--- config.mk ---
export PLATFORM = sky130hd
export DESIGN_NAME = fetch_arbiter
export DESIGN_NICKNAME = d
export VERILOG_FILES = /design/src/rtl/fetch_arb_pkg.sv /design/src/rtl/fetch_arbiter_rr_pick.sv /design/src/rtl/fetch_arbiter.sv
export SDC_FILE = /design/constraint.sdc
export NUM_CORES = 1
export LEC_CHECK = 0
export ABC_AREA = 1
export CAP_MARGIN = 30
export CELL_PAD_IN_SITES_DETAIL_PLACEMENT = 2
export CELL_PAD_IN_SITES_GLOBAL_PLACEMENT = 2
export CORE_MARGIN = 8
export CORE_UTILIZATION = 23
export CTS_CLUSTER_SIZE = 40
export DETAILED_ROUTE_END_ITERATION = 12
export PLACE_DENSITY = 0.89
export SKIP_CTS_REPAIR_TIMING = 1
export SYNTH_ARGS = -nofsm -noshare
export SYNTH_HDL_FRONTEND = slang
export SYNTH_HIERARCHICAL = 1
export SYNTH_SLANG_ARGS = --single-unit
--- constraint.sdc ---
create_clock -name clk -period 1.5 [get_ports clk]
set_input_delay 0.15 -clock clk [delete_from_list [all_inputs] [get_ports clk]]
set_output_delay 0.15 -clock clk [all_outputs]
set_load 0.05 [all_outputs]
--- src/rtl/fetch_arb_pkg.sv ---
`default_nettype none
// ============================================================================
//  Module   : fetch_arb_pkg
//  Purpose  : Shared types and default sizes for the instruction-fetch
//             arbiter (state encoding, default way count and widths).
//  Revision : 1.0 - initial release
// ============================================================================
package fetch_arb_pkg;

    // Default sizing of the arbiter
    localparam int DEF_NWAY   = 2;
    localparam int DEF_ADDR_W = 32;
    localparam int DEF_INST_W = 32;

    // Arbiter FSM: one outstanding memory transaction at a time
    typedef enum logic [1:0] {
        ST_IDLE = 2'd0,   // waiting for any way to request
        ST_WAIT = 2'd1,   // memory request issued, waiting for response
        ST_RESP = 2'd2    // response delivered (or dropped) this cycle
    } arb_state_t;

endpackage : fetch_arb_pkg
`default_nettype wire

--- src/rtl/fetch_arbiter_rr_pick.sv ---
`default_nettype none
// ============================================================================
//  Module   : rr_pick
//  Purpose  : Combinational round-robin picker. Returns the first requesting
//             way found when scanning upward (with wrap) from i_ptr.
//  Revision : 1.0 - initial release
// ============================================================================
module rr_pick
    import fetch_arb_pkg::*;
#(
    parameter int NWAY  = DEF_NWAY,
    parameter int GID_W = $clog2(NWAY)
) (
    input  logic [NWAY-1:0]  i_req,
    input  logic [GID_W-1:0] i_ptr,
    output logic             o_valid,
    output logic [GID_W-1:0] o_idx
);

    // Pick the requester with the smallest circular distance from i_ptr
    always_comb begin
        int w_off;
        int w_best_off;
        o_valid    = 1'b0;
        o_idx      = '0;
        w_off      = 0;
        w_best_off = NWAY;
        for (int w = 0; w < NWAY; w++) begin
            w_off = w - int'(i_ptr);
            if (w_off < 0) begin
                w_off = w_off + NWAY;
            end
            if (i_req[w] && (w_off < w_best_off)) begin
                w_best_off = w_off;
                o_valid    = 1'b1;
                o_idx      = GID_W'(w);
            end
        end
    end

endmodule : rr_pick
`default_nettype wire

--- src/rtl/fetch_arbiter.sv ---
`default_nettype none
// ============================================================================
//  Module   : fetch_arbiter
//  Purpose  : Shares one instruction-memory port between NWAY fetch ways.
//             Round-robin grant, single outstanding transaction, per-way
//             flush that silently consumes an in-flight response.
//  Revision : 1.0 - initial release
// ============================================================================
module fetch_arbiter
    import fetch_arb_pkg::*;
#(
    parameter int NWAY   = DEF_NWAY,
    parameter int ADDR_W = DEF_ADDR_W,
    parameter int INST_W = DEF_INST_W
) (
    input  logic                      clk,
    input  logic                      reset_n,
    input  logic [NWAY-1:0]           request_i,
    input  logic [NWAY*ADDR_W-1:0]    instAddr_i,
    input  logic [NWAY-1:0]           flush_i,
    output logic [NWAY-1:0]           dataOk_o,
    output logic [NWAY*INST_W-1:0]    inst_o,
    output logic                      mem_request_o,
    output logic [ADDR_W-1:0]         mem_instAddr_o,
    input  logic [INST_W-1:0]         mem_inst_i,
    input  logic                      mem_dataOk_i,
    output logic [$clog2(NWAY)-1:0]   grantId_o,
    output logic                      busy_o
);

    localparam int GID_W = $clog2(NWAY);

    // ------------------------------------------------------------------
    // State and registered outputs
    // ------------------------------------------------------------------
    arb_state_t             r_state;
    logic [GID_W-1:0]       r_rr_ptr;
    logic [GID_W-1:0]       r_grant;
    logic                   r_drop;
    logic                   r_mem_req;
    logic [ADDR_W-1:0]      r_addr;
    logic [NWAY-1:0]        r_data_ok;
    logic [NWAY*INST_W-1:0] r_inst;
    logic                   r_busy;

    // ------------------------------------------------------------------
    // Combinational helpers
    // ------------------------------------------------------------------
    logic                   w_pick_valid;
    logic [GID_W-1:0]       w_pick_idx;
    logic [ADDR_W-1:0]      w_sel_addr;
    logic                   w_gnt_req;
    logic                   w_gnt_flush;
    logic                   w_cancel;
    logic [GID_W-1:0]       w_next_ptr;

    rr_pick #(
        .NWAY    (NWAY),
        .GID_W   (GID_W)
    ) u_rr_pick (
        .i_req   (request_i),
        .i_ptr   (r_rr_ptr),
        .o_valid (w_pick_valid),
        .o_idx   (w_pick_idx)
    );

    // Address of the way the picker selects, latched on grant
    always_comb begin
        w_sel_addr = '0;
        for (int w = 0; w < NWAY; w++) begin
            if (w_pick_idx == GID_W'(w)) begin
                w_sel_addr = instAddr_i[w*ADDR_W +: ADDR_W];
            end
        end
    end

    // Request and flush of the way that currently owns the memory port
    always_comb begin
        w_gnt_req   = 1'b0;
        w_gnt_flush = 1'b0;
        for (int w = 0; w < NWAY; w++) begin
            if (r_grant == GID_W'(w)) begin
                w_gnt_req   = request_i[w];
                w_gnt_flush = flush_i[w];
            end
        end
    end

    // A dropped request is treated exactly like a flush of the owner
    assign w_cancel = w_gnt_flush | ~w_gnt_req;

    // Pointer advances past the granted way so it goes last next round
    assign w_next_ptr = (w_pick_idx == GID_W'(NWAY - 1)) ? '0
                                                         : (w_pick_idx + 1'b1);

    // Arbiter FSM with all outputs registered
    always_ff @(posedge clk or negedge reset_n) begin
        if (!reset_n) begin
            r_state   <= ST_IDLE;
            r_rr_ptr  <= '0;
            r_grant   <= '0;
            r_drop    <= 1'b0;
            r_mem_req <= 1'b0;
            r_addr    <= '0;
            r_data_ok <= '0;
            r_inst    <= '0;
            r_busy    <= 1'b0;
        end else begin
            // dataOk is a single-cycle pulse unless re-armed below
            r_data_ok <= '0;
            case (r_state)
                ST_IDLE: begin
                    if (w_pick_valid) begin
                        r_grant   <= w_pick_idx;
                        r_addr    <= w_sel_addr;
                        r_rr_ptr  <= w_next_ptr;
                        r_drop    <= 1'b0;
                        r_mem_req <= 1'b1;
                        r_busy    <= 1'b1;
                        r_state   <= ST_WAIT;
                    end
                end
                ST_WAIT: begin
                    if (w_cancel) begin
                        r_drop <= 1'b1;
                    end
                    if (mem_dataOk_i) begin
                        r_mem_req <= 1'b0;
                        r_state   <= ST_RESP;
                        // A cancel in the response cycle itself also drops it
                        if (!(r_drop || w_cancel)) begin
                            for (int w = 0; w < NWAY; w++) begin
                                if (r_grant == GID_W'(w)) begin
                                    r_data_ok[w]                <= 1'b1;
                                    r_inst[w*INST_W +: INST_W] <= mem_inst_i;
                                end
                            end
                        end
                    end
                end
                ST_RESP: begin
                    // Requests are not considered while the response is out
                    r_drop  <= 1'b0;
                    r_busy  <= 1'b0;
                    r_state <= ST_IDLE;
                end
                default: begin
                    r_mem_req <= 1'b0;
                    r_drop    <= 1'b0;
                    r_busy    <= 1'b0;
                    r_state   <= ST_IDLE;
                end
            endcase
        end
    end

    assign dataOk_o       = r_data_ok;
    assign inst_o         = r_inst;
    assign mem_request_o  = r_mem_req;
    assign mem_instAddr_o = r_addr;
    assign grantId_o      = r_grant;
    assign busy_o         = r_busy;

endmodule : fetch_arbiter
`default_nettype wire

# Yosys cells after proc, flatten, opt, wreduce, memory -nomap -nowiden
# Index checks and enable logic that the tools add are counted.
# totals
reg_bits,105
n_memories,0
romBits,0
latch_bits,0
input_bits,103
out_inout_bits,101
ram_bits,0
# op_classes
n_reduce_logical,11
n_lt_le_gt_ge,4
muxes,25
div,0
bitwise,6
multipliers,0
n_addsub,5
shifts,0
n_eq_ne,5
# op_table
operator,count
$mux 32,4
$add 32x3->32 const B,2
$lt 32x1->1 const B,2
$lt 32x3->1 const B,1
$lt 32x32->1,1
$mux 1,12
$mux 2,5
$reduce_and 2->1,4
$reduce_and 4->1,2
$not 1->1,5
$ne 2x2->1 const B,2
$pmux 1 s2,2
$pmux 2 s2,1
$sub 1x1->2 const A,2
$pmux 1 s3,1
$reduce_and 3->1,1
$eq 2x1->1 const B,1
$eq 2x2->1 const B,1
$logic_and 1x1->1,2
$logic_not 2->1,1
$ne 2x1->1 const B,1
$add 1x1->1 const B,1
$logic_or 1x1->1,1
$or 1x1->1,1

# Logic depth before layout (Yosys ltp)
# depth
depth_word,11
depth_mapped,7
ltp_nobuf,6

# Cells and area by module
# Netlist, hierarchy kept.
# by_module_without_submodules
mod,cells_per_inst,n_inst,area_each_um2,seq_area_each_um2
fetch_arbiter,497,1,4466.8,2627.5
rr_pick,4,1,18.8,0.0

# Worst setup path before layout
# Ideal clock, no wire load.
# synth_path
path_type,flip-flop to flip-flop
start,reg r_grant (netlist: grantId_o)
end,reg r_inst[34] (netlist: inst_o[34])
t_required_ns,1.381
arrival_time_ns,1.422
path_stages_with_launch,7
path_buffers,1
setup_time_ns,0.119
slack_ns,-0.041
path_cell_list,dfrtp_1 -> inv_1 -> nor2_4 -> nand3_4 -> buf_4 -> nand2_1 -> nand2_1
# synth_between
elab_chain_cells,6
elab_cells_between_ends,7
# synth_rtl
element,line_no,text
start: declaration,fetch_arbiter.sv:38,logic [GID_W-1:0] r_grant;
start signal: assignment,fetch_arbiter.sv:114,r_grant <= w_pick_idx;
$mux 1,fetch_arbiter.sv:82,if (r_grant == GID_W'(w)) begin
$not 1->1,fetch_arbiter.sv:90,assign w_cancel = w_gnt_flush | ~w_gnt_req;
$or 1x1->1,fetch_arbiter.sv:90,
$logic_or 1x1->1,fetch_arbiter.sv:131,if (!(r_drop || w_cancel)) begin
$not 1->1 (no line),-,
$reduce_and 4->1 (no line) *,-,
end signal: indexed assignment,fetch_arbiter.sv:135,r_inst[w*INST_W +: INST_W] <= mem_inst_i;
end: declaration,fetch_arbiter.sv:43,logic [NWAY*INST_W-1:0] r_inst;
# Mark *: on every way between the ends. The rest lies on a longest branch, timed or not.
# A chain may end at the register's enable or synchronous reset.

# Worst setup path in the final report
# layout_path
start,reg r_grant (netlist: grantId_o)
end,reg r_inst[20] (netlist: inst_o[20])
# The elaborated chain is that of the path after synthesis.

==> metrics.txt <==
Global Route met1 Usage 0.181; Area growth syn-to-layout 56.2%; Post-Syn Area around 4500 sq um; crit-path most repeated cell nand2_1; Pleak approximately 3.5 nW; Synth area leader dfrtp_1; fin util 0.363; CTS sink count 105; Synth Warn # 6; fillcell total 2,179; Crit Path Class register to register; critical path's top delay family simple AND/OR/NAND/NOR gates; FF-to-FF End inst_o[20]; Routed Antenna Nets 0; Worst setup EP type register; clk slew on worst S/H paths approximately 80 ps; final period utilization 0.962; Design Area, Final 7000 sq um; # DRC 0; Port Buf Inserts 203; commonest non-fill, non-tap cell in the layout nand2_1; Reg2Reg Launch Point grantId_o; CP Launch Point grantId_o; Die Height 156 microns; drt wl/cell roughly 19 microns; RSZ-0062 raised after global routing true; dpl hpwl roughly 14 mm; Final nets about 800; Period minus WS final around 1400 ps; initial drt markers 127; Synth Area per Inst 8.95 sq um; footprint of the multi-input gates roughly 1600 sq um; vias in the first global route a little over 5,000; Buf/Inv on CP 1; Worst-Margin Slew between 300 and 400 ps; vias per cell 4.58; vias post-DR about 4,500; antenna violations before repair 0; Clock Path Buffers 2; Placed Area between 6000 and 7000 sq um; num rows 51; WP data required approximately 1700 ps; crit-path max FO 33; routing usage on met2 0.257; die width between 150 and 200 microns; Reg2Reg Depth 7; I/O pin total 204; worst path cell trace nor2_1 > nand2_1 > nand2_4 > nand3_2 > buf_12 > nand2_1 > nand2_1; clk_lat worst skew 350 ps; r2r setup slk about 57 ps; PD cells between 2000 and 2500 nW/um^2; layout cell share with drive strength beyond 1 0.223; cell count along the critical path 7; Mapped Nets between 600 and 700; GRT Total Usage 0.155; CTS tree yes; most frequent cells in the layout nand2_1 (230), buf_4 (118), dfrtp_1 (104), clkdlybuf4s50_1 (101), nand4_1 (64); global-route wire length before repair 29.4 mm; critical path endpoint inst_o[20]; Seq/Total Area, Yosys 0.586; Crit path arrival time around 1700 ps; DRT Wirelength around 19 mm; dpl ws -218 ps; CTS buffer count 9; max cap viols 0; post-route setup slack between 50 and 60 ps; distinct cell type count after synthesis 20; busiest grt layer met2; VDD IR max just under 1 mV; clk_skew just over 8 ps; first-pass iteration count of the detailed router 4; startpoint types register; CTS root buf clkbuf_16; Reg area between 2000 and 3000 sq um; HP Class input pin to asynchronous set/reset pin; outcome finished clean; largest net degree at the start of global routing between 50 and 60; met3 GRT Util 0.0643; H-tree depth 3; setup tns final 0 ps; Setup Viol. Count Final 0; Synth Register Bits between 100 and 150; n_diodes 0; Worst path slowest cell dfrtp_2; CP max stage delay approximately 470 ps; fin. max-slew vios 0; slew margin rel. 0.747; Core Area slightly below 20,000 sq um; Synth area leaders dfrtp_1 (59%), nand2_1 (19%), nand4_1 (8.9%); Congestion Overflow GR 0; Hold Violations, Final 0; gpl congestion roughly 0.74; Post-Syn Instances 501; top cell type's share of synthesized area 0.586; Die ar. ~24,000 sq um; Max Fclk between 600 and 700 MHz; Initial Utilization 0.233
kinds of logic after synthesis:
family                 share of synthesized area
buffers and inverters                     0.0644
AOI/OAI and AO/OA                        0.00725
and+or+nand+nor                            0.343
DFF                                        0.586
worst register-to-register path, stage by stage, from the launching register on:
cell     delay (ps)
dfrtp_2         470
nor2_1          150
nand2_1         100
nand2_4         140
nand3_2         120
buf_12          180
nand2_1         100
nand2_1          70
sequential cells by signal (all words and copies together) (netlist names), 2 cells and up:
signal / count
inst_o: 64
mem_instAddr_o: 32
r_state: 2
dataOk_o: 2
cells in the mapped netlist (all sizes together):
| cell type | n |
|---|---|
| nand2 | 232 |
| dfrtp | 105 |
| nand4 | 64 |
| nand3 | 37 |
| buf | 33 |
| inv | 13 |
| nor2 | 7 |
| a21oi | 3 |
| clkbuf | 3 |
| o21ai | 2 |
| o31ai | 1 |
| or2 | 1 |
per-stage QoR:
stage / power [mW] / cells / hold WS (ps)
CTS: 17.5 / 975 / -291
finish: 17.2 / 977 / 266
detailed placement: 15.1 / 959 / 98.8
global placement: 14.7 / 959 / 98.4
global route: 18.2 / 977 / 295
floorplan: 11.2 / 501 / -146
layer usage:
layer | wire length (microns) | share of wire
met3 | 1960 | 0.11
met4 | 224 | 0.012
met1 | 7610 | 0.41
met2 | 8810 | 0.47
met5 | 0 | 0
power by group:
group	leakage [nW]	switching, mW	internal (mW)
clock	0.136	1.12	1.14
combinational	2.03	7.06	2.89
sequential	1.34	0.882	4.11
total	3.51	9.06	8.13
worst min path at each step:
| stage | end | depth (start not counted) |
|---|---|---|
| finish | inst_o[60] | 2 |
| global placement | inst_o[60] | 1 |
| floorplan | busy_o | 0 |
| detailed placement | inst_o[60] | 1 |
| CTS | inst_o[60] | 1 |
| global route | inst_o[60] | 2 |
final cells by class:
type | instances | area share
flip-flops and latches | 105 | 0.375
repair buffers | 231 | 0.304
multi-input cells | 347 | 0.227
well taps | 265 | 0.0473
clock buffers | 9 | 0.0322
clock inverters | 7 | 0.00750
inverters | 13 | 0.00697
No activity file was read; power rests on OpenSTA's default activity.
==> edit 1, RTL diff (same settings) <==
The 3 states of `arb_state_t` get a one-hot encoding in 3 bits.
--- a/src/rtl/fetch_arb_pkg.sv
+++ b/src/rtl/fetch_arb_pkg.sv
@@ -13,10 +13,10 @@
     localparam int DEF_INST_W = 32;
 
     // Arbiter FSM: one outstanding memory transaction at a time
-    typedef enum logic [1:0] {
-        ST_IDLE = 2'd0,   // waiting for any way to request
-        ST_WAIT = 2'd1,   // memory request issued, waiting for response
-        ST_RESP = 2'd2    // response delivered (or dropped) this cycle
+    typedef enum logic [2:0] {
+        ST_IDLE = 3'b001,   // waiting for any way to request
+        ST_WAIT = 3'b010,   // memory request issued, waiting for response
+        ST_RESP = 3'b100    // response delivered (or dropped) this cycle
     } arb_state_t;
 
 endpackage : fetch_arb_pkg
Function: no difference found for any inputs over 4 cycles, from zero or initial values and one cycle with reset_n low; so few cycles prove little.
==> edit 1 against the original RTL <==
  * Die area rose by 4.4%
  * Area after synthesis increased by 4.9%
  * Wire length increased by 12%
  * Setup slack got worse by 51 ps
  * Total power rose by 5.5%
  * Critical path type unchanged
  * Hold slack worse by 91 ps
  * Sequential cell count rose by 1
  * Design area is 7.9% higher
==> edit 1: results (changes against the original RTL) <==
p_leak_nw: 3.72  # +6.0%
drive_above_1_share: 0.271  # +0.0482
cp.arrival_ps: 1730  # +50 ps
dp.cells: 974  # +1.6%
ys_seq_area_frac: 0.564  # -0.0215
tightestPinTransition_ps: 308  # -71.8 ps
numCtsBuffers: 9  # unchanged
synth_cells: 518  # +3.4%
grt_pass1_vias: 5359  # +4.2%
p_sw_frac: 0.514  # -0.0131
pre_cts_ws_ps: -166  # +51.2 ps
critical_path.slowest_cell: "dfstp_2"
final_nets: 831  # +2.6%
ir_drop_uv: 951  # -3.3%
routed_wl_um: 20700  # +12%
instances_no_fill: 1003  # +2.7%
grt_pass1_wl_um: 30700  # +4.3%
grt_usage: 0.152  # -0.00313
grt_max_degree: 54  # +5.9%
hold_path.class: "primary input to asynchronous set/reset pin"
io_buffers: 203  # unchanged
status: "finished clean"
antenna_cells: 0  # unchanged
dp_hpwl_um: 14700  # +3.0%
skew_ps: 8.46  # +0.379 ps
placed_cell_area_um2: 6900  # +3.2%
first_iter_violations: 136  # +7.1%
yosys-top-cells-area: "dfrtp_1 (56%), nand2_1 (14%), nand3_1 (11%)"
slowest_delay_ps: 390  # -80 ps
yosys-top-cells-count: "nand2_1 (174), dfrtp_1 (105), nand3_1 (101)"
gp_congestion: 0.702  # -5.6%
worstPathMaxFanout: 27  # -18%
vias: 4761  # +6.5%
syn-num-nets: 621  # +2.8%
[edit 1: final cells by class]
class | instances | area (µm²)
Multi-Input combinational cell | 356 | 1840
Sequential cell | 106 | 2660
Clock buffer | 10 | 229
Timing Repair Buffer | 242 | 2370
Fill cell | 2213 | 12600
Clock inverter | 6 | 71.3
Tap cell | 270 | 338
Inverter | 13 | 51.3
[edit 1: kinds of logic after synthesis]
family | share of synthesized area
compound gates | 0.00372
buf+inv | 0.0756
simple gates | 0.356
flops | 0.564
[edit 1: metal layers]
layer,share of wire,track usage,vias up
met5,0,0,-
li1,-,-,2179
met4,0.016,0.0472,0
met3,0.068,0.0473,19
met1,0.41,0.180,2385
met2,0.50,0.258,178
[edit 1: path summary, 6_finish.rpt]
path / startpoint / slack (ps) / cells after the start / endpoint
hold / removal: reset_n / 180 / 2 / inst_o[20]
min in group clk: instAddr_i[45] / 380 / 3 / mem_instAddr_o[13]
setup reg to reg: r_state[0] / 6 / 8 / inst_o[52]
setup / recovery: r_state[0] / 6 / 8 / inst_o[52]
hold reg to reg: inst_o[40] / 480 / 2 / inst_o[40]
max in group asynchronous: reset_n / 780 / 3 / r_state[0]
[edit 1: metrics by stage]
stage | total power [mW] | utilization | hold WS, ps
2_1_floorplan | 11.3 | - | -146
3_3_place_gp | 14.7 | 0.342 | -11.5
3_5_place_dp | 15.1 | 0.342 | -8.72
4_1_cts | 17.7 | 0.357 | -396
5_1_grt | 19.1 | 0.375 | 170
6_report | 18.1 | 0.375 | 175
[edit 1: critical path: cells and delay by family, from the launching register on]
kind	cells	cell delay [ps]
and+or+nand+nor	6	650
buffers and inverters	2	310
DFF	1	390
[edit 1: power by group through the flow]
| stage | Combinational (mW) | Clock [mW] | Sequential [mW] |
|---|---|---|---|
| 3_5_place_dp | 10.1 | 0 | 5.05 |
| 5_1_grt | 11.2 | 2.65 | 5.23 |
| 4_1_cts | 10.1 | 2.57 | 5.03 |
| 2_1_floorplan | 2.31 | 0 | 8.98 |
| 6_report | 10.6 | 2.47 | 5.09 |
| 3_3_place_gp | 9.75 | 0 | 4.98 |
==> edit 2, RTL diff (same settings) <==
Without the edit above. The package constant `DEF_NWAY` goes from 2 to 4.
--- a/src/rtl/fetch_arb_pkg.sv
+++ b/src/rtl/fetch_arb_pkg.sv
@@ -8,7 +8,7 @@
 package fetch_arb_pkg;
 
     // Default sizing of the arbiter
-    localparam int DEF_NWAY   = 2;
+    localparam int DEF_NWAY   = 4;
     localparam int DEF_ADDR_W = 32;
     localparam int DEF_INST_W = 32;
 
Interface: changed (6 resized); port bits go from 204 to 339. The function was not compared with the original's and may differ.
==> edit 2 against the original RTL <==
  * The run now ends with negative setup slack left
  * Total power up 140%
  * Sequential cell count grew 68
  * Wire length increased to 2.9 times the old value
  * Design area grew 120%
  * Setup slack lost 1900 ps
  * Area after synthesis up 86%
  * First-iteration DRC count rose to 4.2 times the old value
  * Critical endpoint is now mem_instAddr_o[29]
  * Largest power group unchanged
==> edit 2: results (changes against the original RTL) <==
status: "finished with violations"
failed_checks: "negative setup slack"
wl_met3_um: 4530  # +130%
wl_met2_um: 27600  # +210%
pre_cts_ws_ps: -2070  # -1850 ps
maxUsedRoutingLayer: "met5"
slowest_delay_ps: 440  # -30 ps
io_buffers: 338  # +67%
worstPathMaxFanout: 18  # -45%
yosys-top-cells-area: "dfrtp_1 (52%), nand2_1 (18%), nand4_1 (9.6%)"
vias: 10100  # +120%
p_leak_nw: 7.30  # +110%
antenna_found_initial: 2  # +2
grt_pass1_wl_um: 63500  # +120%
routed_wl_um: 54100  # +190%
syn-num-nets: 1212  # +100%
dp_hpwl_um: 31200  # +120%
timing.rr.end: "mem_instAddr_o[29]"
gr-usage-met2: 0.336  # +0.0790
gp_congestion: 0.837  # +13%
skew_ps: 29.9  # +21.8 ps
largest_reg_flops: 128  # +100%
grt_pass1_vias: 10800  # +110%
clkTransAtPathRegs_ps: 80  # about the same
first_iter_violations: 538  # +320%
dr.pass1.iters: 6  # +2
tightestPinTransition_ps: 529  # +149 ps
timing.final.ws_setup_ps: -1800  # -1860 ps
placed_cell_area_um2: 12400  # +86%
use_met1: 0.217  # +0.0354
setup_violations: 167  # +167
hold_slack_ps: 203  # -63.5 ps
startpoint: "r_rr_ptr[1]"
grt_usage: 0.194  # +0.0390
grtUsageMet3: 0.0719  # +0.00768
wirelength_met1_um: 19800  # +160%
numCtsBuffers: 17  # +8
clock_latency_ps: 470  # +120 ps
finalSetupTns_ps: -78590  # -78590 ps
yosys-top-cells-count: "nand2_1 (391), dfrtp_1 (173), nand4_1 (128)"
cp.arrival_ps: 3710  # +2030 ps
grt_max_degree: 58  # +14%
vias_per_cell: 5.25  # +15%
synth_cell_types: 26  # +30%
fillCellCount: 3774  # +73%
ir_drop_uv: 1060  # +8.0%
dp.cells: 1828  # +91%
==> edit 2: cell types whose count changed after synthesis, sizes merged, moves of 27 or more <==
cell	delta
nand2	+162
nor2	+92
dfrtp	+68
nand4	+64
a21oi	+61
clkbuf	+33
o21ai	+27
==> edit 2: cells by family after synthesis <==
kind of cell             synth area share
AND/OR/NAND/NOR                     0.333
flip-flops                          0.519
AO/OA/AOI/OAI                      0.0730
buffers and inverters              0.0640
adder cells (fa/ha/maj)           0.00899
XOR/XNOR                          0.00105
multiplexers                      0.00135
==> edit 2: worst max-delay path, delay by kind of cell (launching register included) <==
family / cells / cell delay (ps)
simple gates: 12 / 990
fa+ha+maj: 3 / 910
buf+inv: 4 / 510
flops: 1 / 440
compound gates: 3 / 230
xor+xnor: 1 / 150
==> edit 2: power breakdown <==
group / total (mW) / internal, mW / switching [mW]
registers: 8.85 / 6.67 / 2.18
clock network: 4.69 / 2.40 / 2.29
logic: 28.5 / 10.2 / 18.3
==> edit 2: worst max path at each step <==
stage / end / cells after the start
2_1_floorplan: mem_instAddr_o[1] / 26
3_3_place_gp: mem_instAddr_o[29] / 23
3_5_place_dp: mem_instAddr_o[29] / 24
4_1_cts: mem_instAddr_o[1] / 24
5_1_grt: mem_instAddr_o[13] / 23
6_report: mem_instAddr_o[29] / 23
==> edit 2: layout make-up <==
class | instances | share of cell area
repair buffers | 466 | 0.325
multi-input cells | 754 | 0.302
flip-flops and latches | 173 | 0.286
well taps | 461 | 0.0381
clock buffers | 18 | 0.0290
clock inverters | 14 | 0.00976
inverters | 27 | 0.00868
repair inverters | 1 | 0.000413
diodes | 1 | 0.000165
